`src/rtl/pulse_generator.sv`:
```
// pulse_generator: after reset waits RESET_DELAY clocks, then turns each rising
// edge of start into a pulse that rises START_DELAY clocks after the request and
// stays high for PULSE_WIDTH clocks. pulse_out_s is pulse_out delayed one clock.
// Optional feature macro: PULSE_GENERATOR_DUPLICATE_EN adds a separate, preserved
// flop that mirrors pulse_out on pulse_out_duplicate; without it that port is 0.

// Runtime checks on the generator's externally visible behaviour.
module pulse_generator_checker (
    input logic clk,
    input logic reset,
    input logic pulse_out,
    input logic pulse_out_s,
    input logic pulse_out_duplicate,
    input logic ready
);

    // A pulse can only exist once the post-reset wait has completed.
    a_pulse_needs_ready : assert property (@(posedge clk) pulse_out |-> ready);

    // Outside reset the delayed copy follows pulse_out one clock later.
    a_delayed_copy : assert property (@(posedge clk)
        !reset |=> (pulse_out_s == $past(pulse_out)));

`ifdef PULSE_GENERATOR_DUPLICATE_EN
    // The duplicate register always carries the same value as pulse_out.
    a_duplicate_equal : assert property (@(posedge clk)
        pulse_out_duplicate == pulse_out);
`else
    // Without the duplicate feature the port is a constant zero.
    a_duplicate_zero : assert property (@(posedge clk)
        pulse_out_duplicate == 1'b0);
`endif

endmodule

module pulse_generator #(
    parameter int unsigned RESET_DELAY = 8,
    parameter int unsigned START_DELAY = 4,
    parameter int unsigned PULSE_WIDTH = 6
) (
    input  logic clk,
    input  logic reset,
    input  logic start,
    output logic pulse_out,
    output logic pulse_out_s,
    output logic pulse_out_duplicate,
    output logic pulse_generator_ready_after_reset
);

    typedef enum logic [1:0] {
        WAIT_READY = 2'b00,
        IDLE       = 2'b01,
        DELAY      = 2'b10,
        PULSE      = 2'b11
    } state_t;

    // Terminal counts: a timed state of length N leaves when counter reaches N-1,
    // because the counter starts at zero on the edge that enters the state.
    localparam logic [7:0] RESET_LAST = 8'(RESET_DELAY - 1);
    localparam logic [7:0] START_LAST = 8'(START_DELAY - 1);
    localparam logic [7:0] WIDTH_LAST = 8'(PULSE_WIDTH - 1);

    state_t     state_r;
    state_t     next_state_s;
    logic [7:0] counter;
    logic [7:0] counter_next_s;
    logic       start_d_r;
    logic       start_rise_s;
    logic       pulse_r;
    logic       pulse_next_s;
    logic       pulse_s_r;
    logic       ready_r;
    logic       ready_next_s;

    // A request is start sampled high after being sampled low; holding it high
    // therefore produces exactly one request.
    assign start_rise_s = start & ~start_d_r;

    // Next-state, shared-counter and output decisions for the sequencer.
    always_comb begin
        next_state_s   = state_r;
        counter_next_s = counter;
        pulse_next_s   = pulse_r;
        ready_next_s   = ready_r;
        case (state_r)
            WAIT_READY: begin
                pulse_next_s = 1'b0;
                if (counter == RESET_LAST) begin
                    next_state_s   = IDLE;
                    counter_next_s = 8'd0;
                    ready_next_s   = 1'b1;
                end else begin
                    counter_next_s = counter + 8'd1;
                end
            end
            IDLE: begin
                pulse_next_s   = 1'b0;
                counter_next_s = 8'd0;
                if (start_rise_s) begin
                    next_state_s = DELAY;
                end else begin
                    next_state_s = IDLE;
                end
            end
            DELAY: begin
                // Start edges seen here are dropped, not queued.
                if (counter == START_LAST) begin
                    next_state_s   = PULSE;
                    counter_next_s = 8'd0;
                    pulse_next_s   = 1'b1;
                end else begin
                    counter_next_s = counter + 8'd1;
                end
            end
            PULSE: begin
                // Start edges seen here are dropped, not queued.
                if (counter == WIDTH_LAST) begin
                    next_state_s   = IDLE;
                    counter_next_s = 8'd0;
                    pulse_next_s   = 1'b0;
                end else begin
                    counter_next_s = counter + 8'd1;
                end
            end
            default: begin
                next_state_s   = WAIT_READY;
                counter_next_s = 8'd0;
                pulse_next_s   = 1'b0;
                ready_next_s   = 1'b0;
            end
        endcase
    end

    // State, counter, outputs and start history; reset aborts any pulse at once.
    always_ff @(posedge clk) begin
        if (reset) begin
            state_r   <= WAIT_READY;
            counter   <= 8'd0;
            pulse_r   <= 1'b0;
            pulse_s_r <= 1'b0;
            ready_r   <= 1'b0;
            start_d_r <= 1'b0;
        end else begin
            state_r   <= next_state_s;
            counter   <= counter_next_s;
            pulse_r   <= pulse_next_s;
            pulse_s_r <= pulse_r;
            ready_r   <= ready_next_s;
            start_d_r <= start;
        end
    end

`ifdef PULSE_GENERATOR_DUPLICATE_EN
    // Kept as its own flop so a fault in one copy can be detected against the other.
    (* keep = "true" *) logic pulse_dup_r;

    // Redundant copy of pulse_out fed from the same next-value logic.
    always_ff @(posedge clk) begin
        if (reset) begin
            pulse_dup_r <= 1'b0;
        end else begin
            pulse_dup_r <= pulse_next_s;
        end
    end

    assign pulse_out_duplicate = pulse_dup_r;
`else
    assign pulse_out_duplicate = 1'b0;
`endif

    assign pulse_out                         = pulse_r;
    assign pulse_out_s                       = pulse_s_r;
    assign pulse_generator_ready_after_reset = ready_r;

    pulse_generator_checker u_checker (
        .clk                 (clk),
        .reset               (reset),
        .pulse_out           (pulse_r),
        .pulse_out_s         (pulse_s_r),
        .pulse_out_duplicate (pulse_out_duplicate),
        .ready               (ready_r)
    );

endmodule

```
`config.mk`:
```
export PLATFORM = sky130hd
export DESIGN_NAME = pulse_generator
export DESIGN_NICKNAME = d
export VERILOG_FILES = /design/src/rtl/pulse_generator.sv
export SDC_FILE = /design/constraint.sdc
export NUM_CORES = 1
export LEC_CHECK = 0
export CORE_AREA = 2 2 40 42
export DETAILED_ROUTE_END_ITERATION = 12
export DIE_AREA = 0 0 42 44
export GPL_TIMING_DRIVEN = 0
export PLACE_DENSITY = 0.81
export SKIP_CTS_REPAIR_TIMING = 1
export SLEW_MARGIN = 20
export SYNTH_ARGS = -nofsm -noshare
export SYNTH_HDL_FRONTEND = slang
export SYNTH_SLANG_ARGS = --single-unit
```
`constraint.sdc`:
```
create_clock -name clk -period 3.35 [get_ports clk]
set_clock_uncertainty 0.1 [all_clocks]
set_input_delay 0.67 -clock clk [delete_from_list [all_inputs] [get_ports clk]]
set_output_delay 0.67 -clock clk [all_outputs]
set_load 0.005 [all_outputs]
```
After elaboration in Yosys (flattened, before gate mapping)
Cells that the tools add are included.
{ "totals": {"reg_bits": 14, "inputBits": 3, "out_inout_bits": 4, "elab_cells": 35} }
{ "classes": {"add_sub_neg": 1, "eq_ne": 9, "muxes": 12, "bitwise_logic": 2, "n_reduce_logical": 5} }
{ "ops": {"columns": ["cell", "n"], "rows": [
  ["8-bit one-hot mux with 4 select lines", 1],
  ["8-bit 2-to-1 mux", 3],
  ["8-bit by 3-bit == test with 1-bit output, second input constant", 2],
  ["8-bit by 1-bit adder with 8-bit output, second input constant", 1],
  ["8-bit by 2-bit == test with 1-bit output, second input constant", 1],
  ["2-bit 2-to-1 mux", 4],
  ["2-bit one-hot mux with 4 select lines", 1],
  ["2-bit inequality test, second input constant", 3],
  ["2-bit == test, second input constant", 2],
  ["2-bit AND reduction", 2],
  ["1-bit one-hot mux with 3 select lines", 1],
  ["3-bit AND reduction", 1],
  ["2-bit by 1-bit == test with 1-bit output, second input constant", 1],
  ["2-bit logical NOT", 1],
  ["1-bit 2-to-1 mux", 2],
  ["2-bit OR reduction", 1],
  ["1-bit bitwise AND", 1],
  ["1-bit NOT", 1]
]} }

Depth between registers and ports, before layout
{ "depth": {"ltp_word": 4, "depth_mapped": 6, "mapped_depth_nobuf": 6} }

Least setup slack after synthesis
No wires, ideal clock.
{ "synth_path": {"path_kind": "reg-to-reg", "startpoint": "register counter[0]", "endpoint": "register state_r[0]", "setup_ns": 0.130, "arrival_time_ns": 1.756, "required_ns": 3.120, "slack_ns": 1.364, "stages_incl_launch_ff": 6, "path_buffers": 0, "period_less_slack_ns": 1.986, "cell_sequence": "dfxtp_1 -> ha_1 -> or2b_1 -> or4_4 -> a2111oi_4 -> a211oi_2"} }
{ "synth_via": {"elab_chain_len": 3, "elab_cells_between_ends": 7, "cone_classes": "6 x eq/ne; 1 x reduce/logical"} }
{ "synth_lines": {"columns": ["item", "line_no", "text"], "rows": [
  ["from (decl)", "65", "logic [7:0] counter;"],
  ["from (signal assigned)", "145", "counter <= counter_next_s;"],
  ["8-bit by 3-bit == test with 1-bit output, or another cell as far along", "117", "if (counter == WIDTH_LAST) begin"],
  ["2-bit inequality test (no source line)", null, null],
  ["3-bit AND reduction (no source line) *", null, null],
  ["to (signal assigned)", "144", "state_r <= next_state_s;"],
  ["to (decl)", "63", "state_t state_r;"]
]} }
Every way passes the cells marked *; elsewhere a longest branch is shown, timed or not.
A chain may end at the register's enable or synchronous reset.

Worst setup path after layout
Ends and elaborated chain as after synthesis.

==> flow_summary.html <==
<table>
<tr><th>Metric</th><th>Value</th></tr>
<tr><th colspan="2">Clock tree</th></tr>
<tr><td>Number of clock sinks</td><td>14</td></tr>
<tr><td>CTS tree</td><td>done</td></tr>
<tr><td>Max Buffers Root-to-Sink</td><td>2</td></tr>
<tr><td>Number of CTS-inserted buffers</td><td>3</td></tr>
<tr><td>Total number of H-tree levels</td><td>1</td></tr>
<tr><td>Root buf cell</td><td>sky130_fd_sc_hd__clkbuf_4</td></tr>
<tr><td>Clk Latency, worst-skew pair</td><td>0.29 ns</td></tr>
<tr><td>Worst-path clk slew</td><td>0.09 ns</td></tr>
<tr><th colspan="2">Drt</th></tr>
<tr><td>Router iterations before antenna repair</td><td>4</td></tr>
<tr><td>Detailed-route wire length</td><td>1340 um</td></tr>
<tr><td>Initial drt markers</td><td>13</td></tr>
<tr><td>Wirelength per Cell</td><td>13.4 um</td></tr>
<tr><td>Detail Route Antenna Nets</td><td>0</td></tr>
<tr><td>DR DRC count</td><td>0</td></tr>
<tr><td>Vias</td><td>548</td></tr>
<tr><td>Vias per cell</td><td>5.48</td></tr>
<tr><th colspan="2">Layout</th></tr>
<tr><td>Number of nets in the final layout</td><td>95</td></tr>
<tr><td>Share of layout cells above drive strength 1</td><td>14.3%</td></tr>
<tr><td>Total inserted antenna cells</td><td>0</td></tr>
<tr><td>Area delta synth-&gt;final</td><td>12.9%</td></tr>
<tr><td>Most frequent cells in the layout</td><td>sky130_fd_sc_hd__dfxtp_1, sky130_fd_sc_hd__nor3_1, sky130_fd_sc_hd__ha_1</td></tr>
<tr><td>Layout Utilization</td><td>between 50% and 60%</td></tr>
<tr><td>Most common cell after layout, fill and taps aside</td><td>sky130_fd_sc_hd__dfxtp_1</td></tr>
<tr><th colspan="2">STA</th></tr>
<tr><td>Total count of hold-check failures in the final report</td><td>0</td></tr>
<tr><td>Final Max Slew Viols</td><td>0</td></tr>
<tr><td>Max frequency</td><td>between 0.4 and 0.5 GHz</td></tr>
<tr><td>Final min period</td><td>2.19 ns</td></tr>
<tr><td>Final setup violation count</td><td>0</td></tr>
<tr><td>Sum of negative setup slack</td><td>0 ns</td></tr>
<tr><td>Max_slew headroom</td><td>55.6%</td></tr>
<tr><td>Transition time of the tightest slew-check pin</td><td>around 0.66 ns</td></tr>
<tr><td>Final critical-path share of the clock period</td><td>65.3%</td></tr>
<tr><td>Unrepaired setup endpoints after global routing</td><td>no</td></tr>
<tr><th colspan="2">Min path</th></tr>
<tr><td>Type of the tightest min-delay check</td><td>register to register</td></tr>
<tr><td>Cells on Worst Hold Path</td><td>2</td></tr>
<tr><th colspan="2">Run status</th></tr>
<tr><td>Outcome</td><td>finished, final reports clean</td></tr>
<tr><th colspan="2">Pwr</th></tr>
<tr><td>Static Leakage</td><td>0.000319 uW</td></tr>
<tr><td>PD cells</td><td>roughly 460 nW/um^2</td></tr>
<tr><td>Worst IR drop on VDD</td><td>0.293 mV</td></tr>
<tr><th colspan="2">Logic synthesis</th></tr>
<tr><td>Register area share after synthesis</td><td>37.6%</td></tr>
<tr><td>Synthesized flop and latch total</td><td>14</td></tr>
<tr><td>Warning count from the yosys run</td><td>0</td></tr>
<tr><td>Post-synth design cell area</td><td>about 740 um^2</td></tr>
<tr><td>Number of instances in the synthesized netlist</td><td>76</td></tr>
<tr><td>Main flop type after synthesis</td><td>sky130_fd_sc_hd__dfxtp_1</td></tr>
<tr><td>Share of synthesized registers carrying an async set or reset</td><td>0%</td></tr>
<tr><td>Number of enable flip-flop cells after synthesis</td><td>0</td></tr>
<tr><td>Post-synthesis net count</td><td>86</td></tr>
<tr><td>Synth Area per Inst</td><td>9.80 um^2</td></tr>
<tr><td>Synth cell types</td><td>30</td></tr>
<tr><th colspan="2">Setup path</th></tr>
<tr><td>Required time at the worst-slack endpoint</td><td>3.41 ns</td></tr>
<tr><td>Critical Path Start</td><td>counter[0]$_SDFF_PP0_</td></tr>
<tr><td>Depth of the worst register-to-register path</td><td>5</td></tr>
<tr><td>Startpoint of the worst-slack reg-to-reg timing path</td><td>counter[0]$_SDFF_PP0_</td></tr>
<tr><td>Capturing point of the worst reg2reg path</td><td>state_r[0]$_SDFFE_PP0P_</td></tr>
<tr><td>CP Data Arrival Time</td><td>2.25 ns</td></tr>
<tr><td>Crit path capture</td><td>state_r[0]$_SDFFE_PP0P_</td></tr>
<tr><td>Flop-to-flop setup slack</td><td>around 1.2 ns</td></tr>
<tr><td>Kind of capture point of the worst setup path</td><td>register</td></tr>
<tr><td>Highest fanout seen on the critical path</td><td>5</td></tr>
<tr><td>Startpoint Class</td><td>register</td></tr>
<tr><td>Critical setup path kind</td><td>register to register</td></tr>
<tr><th colspan="2">Floorplanning</th></tr>
<tr><td>Placeable Area</td><td>1420 um^2</td></tr>
<tr><td>Die area</td><td>1850 um^2</td></tr>
<tr><td>Die Wd</td><td>42 um</td></tr>
<tr><td>IO Count</td><td>7</td></tr>
<tr><td>Number of placement rows</td><td>14</td></tr>
<tr><td>Die Span Y</td><td>44 um</td></tr>
<tr><td>Effective utilization at floorplan</td><td>a little over half</td></tr>
<tr><th colspan="2">Global route</th></tr>
<tr><td>First-pass GRT wire length</td><td>2220 um</td></tr>
<tr><td>Total overflow reported by the global router</td><td>0</td></tr>
<tr><td>Via count of the first global-routing pass</td><td>511</td></tr>
<tr><td>Largest net degree at the start of global routing</td><td>10</td></tr>
<tr><td>Total global routing track utilization</td><td>between 15 and 20%</td></tr>
<tr><td>Number of antenna violations at the first check in global routing</td><td>0</td></tr>
<tr><th colspan="2">Placed design</th></tr>
<tr><td>Final weighted congestion in routability-driven placement</td><td>0.861</td></tr>
<tr><td>DP Wirelength</td><td>976 um</td></tr>
<tr><td>Buffers on Ports</td><td>4</td></tr>
<tr><th colspan="2">Run</th></tr>
<tr><td>Max capacitance violation total</td><td>0</td></tr>
</table>
## logic make-up (layout without fill, tap and decap cells)
group,after synthesis,in the layout,synth area share [%]
and+or+nand+nor,28,28,21.5
DFF,14,14,37.6
AOI/OAI and AO/OA,11,11,15.6
buffers and inverters,8,16,4.54
adders and majority gates,7,7,11.8
xor gates and xnor gates,6,6,7.06
other,1,1,0.504
muxes,1,1,1.34
## state kept, by name, summed over array words and instances, names as in the netlist
| signal | flops |
|---|---|
| counter | 8 |
| pulse_generator_ready_after_reset | 1 |
| state_r | 2 |
| pulse_out_s | 1 |
| start_d_r | 1 |
| pulse_out | 1 |
## critical path, cell delays in order, from the launching register on
cell and delay, ns:
sky130_fd_sc_hd__dfxtp_1 0.39, sky130_fd_sc_hd__ha_1 0.28, sky130_fd_sc_hd__or2b_1 0.25, sky130_fd_sc_hd__or4_4 0.54
sky130_fd_sc_hd__a2111oi_4 0.41, sky130_fd_sc_hd__a211oi_2 0.09
## cell usage after synthesis, drive strengths merged, types with 2 or more instances
| cell | number | area share (%) |
|---|---|---|
| nand3 | 4 | 2.7 |
| dfxtp | 14 | 38 |
| and3 | 2 | 1.7 |
| inv | 6 | 3.0 |
| a21o | 2 | 2.0 |
| nor2 | 4 | 2.0 |
| or4 | 2 | 3.0 |
| ha | 7 | 12 |
| a211oi | 2 | 2.7 |
| nand2b | 2 | 1.7 |
| xnor2 | 2 | 2.4 |
| a21oi | 2 | 2.9 |
| xor2 | 4 | 4.7 |
| nor3 | 9 | 6.0 |
## metal layers
layer / track usage [%] / vias to the layer above / wire length [um]
li1: - / 283 / -
met2: 30.3 / 12 / 689
met4: 9.68 / 0 / 25
met1: 18.0 / 249 / 577
met3: 3.75 / 4 / 47
met5: 0 / - / 0
## where the power goes
part / switching (uW) / total (uW) / internal, uW / leakage, uW
Combinational: 43.2 / 75.7 / 32.5 / 0.000184
Clock: 57.9 / 124 / 66.3 / 0.0000210
Sequential: 10.2 / 188 / 177 / 0.000114
## how the worst min path moves through the flow
stage | from | to | slack [ns]
final | pulse_out$_SDFFE_PP0P_ | pulse_out_s$_SDFF_PP0_ | 0.36
after global routing | pulse_out$_SDFFE_PP0P_ | pulse_out_s$_SDFF_PP0_ | 0.40
after CTS | pulse_out$_SDFFE_PP0P_ | pulse_out_s$_SDFF_PP0_ | 0.36
after detailed placement | pulse_out$_SDFFE_PP0P_ | pulse_out_s$_SDFF_PP0_ | 0.35
after global placement | pulse_out$_SDFFE_PP0P_ | pulse_out_s$_SDFF_PP0_ | 0.34
after floorplan | pulse_out$_SDFFE_PP0P_ | pulse_out_s$_SDFF_PP0_ | 0.35
## stage by stage
step	setup slack, ns	cells	total power, uW	area [um^2]	hold slack, ns
final	1.16	100	387	841	0.358
after global routing	1.10	100	400	841	0.402
after CTS	1.19	100	386	841	0.360
after detailed placement	1.20	96	265	805	0.346
after global placement	1.27	96	261	805	0.343
after floorplan	1.36	76	249	744	0.347
## cell type report
type | count | area, um^2
Timing Repair Buffer | 4 | 40.0
Tap cell | 16 | 20.0
Inverter | 6 | 22.5
Sequential cell | 14 | 280
Fill cell | 119 | 578
Clock buffer | 4 | 36.3
Buffer | 2 | 11.3
Multi-Input combinational cell | 54 | 430
(Power assumes the default switching activity.)
